$ cat src/rtl/sint_minmax_sequencer_pkg.sv
// Shared types for the signed min/max burst sequencer.
package sint_minmax_sequencer_pkg;

    localparam int DEF_WIDTH = 3;
    localparam int DEF_IDX_W = 4;

    typedef enum logic [2:0] {
        FIRST   = 3'd0,
        ACCEPT  = 3'd1,
        CMP_MIN = 3'd2,
        CMP_MAX = 3'd3,
        DONE    = 3'd4
    } state_e;

    typedef logic signed [DEF_WIDTH-1:0] sample_t;
    typedef logic [DEF_IDX_W-1:0] idx_t;

endpackage

$ cat src/rtl/sint_minmax_sequencer_sle.sv
// Signed less-or-equal comparator, coreir primitive semantics.
module coreir_sle #(
    parameter int width = 3
) (
    input  logic [width-1:0] in0,
    input  logic [width-1:0] in1,
    output logic             out
);

    assign out = $signed(in0) <= $signed(in1);

endmodule

$ cat src/rtl/sint_minmax_sequencer.sv
// Burst signed min/max tracker sharing one sle comparator across
// separate min and max compare cycles.
import sint_minmax_sequencer_pkg::*;

module sint_minmax_sequencer #(
    parameter int WIDTH = DEF_WIDTH,
    parameter int IDX_W = DEF_IDX_W
) (
    input  logic             CLK,
    input  logic             RESET,
    input  logic [WIDTH-1:0] I_data,
    input  logic             I_last,
    input  logic             I_valid,
    output logic             I_ready,
    output logic [WIDTH-1:0] O_min,
    output logic [WIDTH-1:0] O_max,
    output logic [IDX_W-1:0] O_min_idx,
    output logic [IDX_W-1:0] O_max_idx,
    output logic [IDX_W-1:0] O_count,
    output logic             O_overflow,
    output logic             O_valid,
    input  logic             O_ready
);

    state_e state_q, state_d;

    logic [WIDTH-1:0] min_q, min_d;
    logic [WIDTH-1:0] max_q, max_d;
    logic [WIDTH-1:0] sample_q, sample_d;
    logic [IDX_W-1:0] min_idx_q, min_idx_d;
    logic [IDX_W-1:0] max_idx_q, max_idx_d;
    logic [IDX_W-1:0] count_q, count_d;
    logic             ovf_q, ovf_d;
    logic             last_q, last_d;

    logic [WIDTH-1:0] cmp_in0;
    logic [WIDTH-1:0] cmp_in1;
    logic             cmp_out;
    logic             i_ready;
    logic             o_valid;

    coreir_sle #(
        .width(WIDTH)
    ) u_sle (
        .in0(cmp_in0),
        .in1(cmp_in1),
        .out(cmp_out)
    );

    always_comb begin
        state_d   = state_q;
        min_d     = min_q;
        max_d     = max_q;
        sample_d  = sample_q;
        min_idx_d = min_idx_q;
        max_idx_d = max_idx_q;
        count_d   = count_q;
        ovf_d     = ovf_q;
        last_d    = last_q;
        cmp_in0   = min_q;
        cmp_in1   = sample_q;
        i_ready   = 1'b0;
        o_valid   = 1'b0;

        unique case (state_q)
            FIRST: begin
                i_ready = 1'b1;
                if (I_valid) begin
                    min_d     = I_data;
                    max_d     = I_data;
                    min_idx_d = '0;
                    max_idx_d = '0;
                    count_d   = '0;
                    ovf_d     = 1'b0;
                    state_d   = I_last ? DONE : ACCEPT;
                end
            end
            ACCEPT: begin
                i_ready = 1'b1;
                if (I_valid) begin
                    sample_d = I_data;
                    count_d  = count_q + 1'b1;
                    // Wrap past the index range marks the burst as too long.
                    if (count_q == '1) begin
                        ovf_d = 1'b1;
                    end
                    last_d  = I_last;
                    state_d = CMP_MIN;
                end
            end
            CMP_MIN: begin
                cmp_in0 = min_q;
                cmp_in1 = sample_q;
                if (!cmp_out) begin
                    min_d     = sample_q;
                    min_idx_d = count_q;
                end
                state_d = CMP_MAX;
            end
            CMP_MAX: begin
                cmp_in0 = sample_q;
                cmp_in1 = max_q;
                if (!cmp_out) begin
                    max_d     = sample_q;
                    max_idx_d = count_q;
                end
                state_d = last_q ? DONE : ACCEPT;
            end
            DONE: begin
                o_valid = 1'b1;
                if (O_ready) begin
                    state_d = FIRST;
                end
            end
            default: begin
                state_d = FIRST;
            end
        endcase
    end

    always_ff @(posedge CLK) begin
        if (RESET) begin
            state_q   <= FIRST;
            min_q     <= '0;
            max_q     <= '0;
            sample_q  <= '0;
            min_idx_q <= '0;
            max_idx_q <= '0;
            count_q   <= '0;
            ovf_q     <= 1'b0;
            last_q    <= 1'b0;
        end else begin
            state_q   <= state_d;
            min_q     <= min_d;
            max_q     <= max_d;
            sample_q  <= sample_d;
            min_idx_q <= min_idx_d;
            max_idx_q <= max_idx_d;
            count_q   <= count_d;
            ovf_q     <= ovf_d;
            last_q    <= last_d;
        end
    end

    assign I_ready    = i_ready && !RESET;
    assign O_valid    = o_valid && !RESET;
    assign O_min      = min_q;
    assign O_max      = max_q;
    assign O_min_idx  = min_idx_q;
    assign O_max_idx  = max_idx_q;
    assign O_count    = count_q;
    assign O_overflow = ovf_q;

endmodule

$ cat config.mk
export PLATFORM = sky130hd
export DESIGN_NAME = sint_minmax_sequencer
export DESIGN_NICKNAME = d
export VERILOG_FILES = /design/src/rtl/sint_minmax_sequencer_pkg.sv /design/src/rtl/sint_minmax_sequencer_sle.sv /design/src/rtl/sint_minmax_sequencer.sv
export SDC_FILE = /design/constraint.sdc
export NUM_CORES = 1
export LEC_CHECK = 0
export CORE_ASPECT_RATIO = 0.6
export CORE_UTILIZATION = 55
export CTS_CLUSTER_DIAMETER = 60
export CTS_CLUSTER_SIZE = 14
export DETAILED_ROUTE_END_ITERATION = 10
export HOLD_SLACK_MARGIN = 0.08
export PLACE_DENSITY = 0.84
export SLEW_MARGIN = 20
export SYNTH_ARGS = -nofsm -noshare
export SYNTH_HDL_FRONTEND = slang
export SYNTH_SLANG_ARGS = --single-unit
export TNS_END_PERCENT = 10
$ cat constraint.sdc
create_clock -name CLK -period 6 [get_ports CLK]
set_input_delay 1.2 -clock CLK [delete_from_list [all_inputs] [get_ports CLK]]
set_output_delay 1.2 -clock CLK [all_outputs]
set_load 0.01 [all_outputs]
==> metrics <==
final hold vios=0; Critical Path End Type=flip-flop; minimum clock period=3.934 ns; EDFF count, synth=0; Antenna diodes=0; top-level I/O count=29; CTS Buf Count=3; Startpoint Class=flip-flop; area grow syn2layout=20.65%; root buffer cell=clkbuf_8; clk_lat worst skew=0.27 ns; post-layout util=a little under three quarters; Netlist Area Pre-Place=~0.0015 sq mm; Cell variety after synth=between 40 and 50; width of the chip=just under 70 um; grt total ovfl=0; Hold Path Class=reg -> reg; Crit path required time=slightly above 6 ns; routed vias/inst=~6.5; worst-case vdd ir drop=0.0001256 V; DR WL/cell=roughly 16 um; Setup-failing EPs final=0; placer congestion estimate=around 0.85; Initial Utilization=approximately three fifths; htree depth=1; Hold Buf Count CTS=0; sequential area share after synthesis=approximately a third; vias in the first global route=between 1000 and 1500; antenna-violating nets left=0; hpwl dp=~2.5 mm; CP arrival=about 4 ns; setup_tns=0 ns; sinks on the clock net=26; DRC=0; CTS-repair resized insts=0; placed instance count=between 200 and 250; status=complete, no violations; TritonCTS clock tree=yes; GR Util met2=about two fifths; largest net degree at the start of global routing=32; Placement Setup Slack=around 2.1 ns; first-pass GRT wire length=between 6 and 7 mm; Cells after Synth=169; total core area=between 0.002 and 0.003 sq mm; pwr dens=roughly 220 mW/mm^2; Port Buffers=28; clock transition at the registers of the reported paths=0.08 ns; drt first-iter violations=approximately 130; global route hottest layer=met2; gr usage total=a little over a quarter; syn_area_per_cell=just under 9 sq um; initial antenna violation count=0; Worst-Margin Slew=0.9893 ns; DRT Wirelength=approximately 3.6 mm; Worst slew margin=between 30% and 40%; M3 GR Usage=under 10%; Final period util=65.56%; Synth Net Count=approximately 180; Leak Pwr=between 0.5 and 0.6 nW; final cell count without fillers=220; f_max=~0.25 GHz; Min Hold Slack=0.5105 ns; Crit Path Max Fanout=17; Total Nets Final=between 200 and 250; Pre-Repair DR Iteration Count=4; Crit Path Class=reg -> reg; CTS max path bufs=2; Slew Viols, Final=0; skew final=around 0.0053 ns; Via Count=approximately 1400; max cap viols=0; Post-synth ARST share=0%; fraction of layout cells with a size suffix above 1=11.17%; synthesized flop and latch total=26; setup bufs post-CTS=0; top_reg_cell synth=dfxtp_1; row count=14; unrepaired setup endpoints after global routing=no; Die H=approximately 42 um; final setup margin=slightly above 2 ns; met1 Track Usage GR=a little over a third; DIE AREA=~0.0029 sq mm; yosys warns=0
[Yosys cell counts (all sizes together), types with 4 or more instances]
cell type  count  area share (%)
mux2i          7             4.7
nor2          19             5.3
a32oi          8             4.7
nand2          6             1.5
nand3         11             3.7
a31oi          8             3.3
nor3           5             1.7
buf           10             3.9
a21oi         12             4.3
ha             4             3.3
nand4          5             2.1
nand2b         8             3.3
dfxtp         26              35
mux2           6             4.5
o22ai          4             1.7
clkbuf         4             1.0
[registers in the layout (all words and copies together), names as in the netlist]
| signal | flops |
|---|---|
| sample_q | 3 |
| last_q | 1 |
| O_min_idx | 4 |
| O_max_idx | 4 |
| O_count | 4 |
| state_q | 3 |
| O_overflow | 1 |
| O_max | 3 |
| O_min | 3 |
[final timing paths]
path	startpoint	end	slack [ns]	cells past startpoint
setup / recovery	state_q[0]$_SDFFE_PP0P_	O_max[2]$_SDFFE_PP0P_	2.07	7
hold / removal	O_min[1]$_SDFFE_PP0P_	O_min[1]$_SDFFE_PP0P_	0.51	2
setup reg to reg	state_q[0]$_SDFFE_PP0P_	O_max[2]$_SDFFE_PP0P_	2.07	7
hold reg to reg	O_min[1]$_SDFFE_PP0P_	O_min[1]$_SDFFE_PP0P_	0.51	2
[cells by family after synthesis]
family,share of synthesized area (%)
multiplexers,9.197
AO/OA/AOI/OAI,21.99
flip-flops,34.78
adder cells (fa/ha/maj),3.345
buffers and inverters,4.932
AND/OR/NAND/NOR,25.75
[power by group]
group	switching (mW)	internal [mW]
logic	0.0494	0.0392
clock network	0.0544	0.0587
registers	0.0113	0.180
[final cells by class]
type                    instances  area (sq um)
multi-input cells             129         902.1
fillers                       180         734.5
flip-flops and latches         26         520.5
repair buffers                 29         287.8
clock buffers                   4         55.05
well taps                      32         40.04
[routing by layer]
| metal | part of all wire, % | wire, um |
|---|---|---|
| met2 | 46 | 1663 |
| met1 | 46 | 1645 |
| met3 | 6.8 | 244 |
| met4 | 0.67 | 24 |
| met5 | 0 | 0 |
[through the flow]
step | power [mW] | instance area, sq um
floorplan | 0.2541 | 1496
CTS | 0.3937 | 1805
global route | 0.4137 | 1805
global placement | 0.2783 | 1750
detailed placement | 0.2816 | 1750
finish | 0.3926 | 1805
[placed cells by master, fill, tap and decap left out, types with 5 or more instances in the layout]
master,synthesis,routed
mux2i_1,7,7
nand2_1,6,6
a31oi_1,8,8
nand3_1,11,11
nand4_1,5,5
nor2_1,18,18
a21oi_1,11,11
mux2_2,6,6
dfxtp_1,26,26
a32oi_1,8,8
nor3_1,5,5
clkdlybuf4s50_1,0,28
nand2b_1,8,8
[worst max-delay path, stage by stage (launching register included)]
cell and delay [ns]:
dfxtp_1 0.70, and3b_1 0.69, mux2_2 0.41, ha_1 0.32, a21bo_2 0.23, a21oi_1 0.76
o21ai_0 0.36, o221a_2 0.36
(Power assumes the default switching activity.)
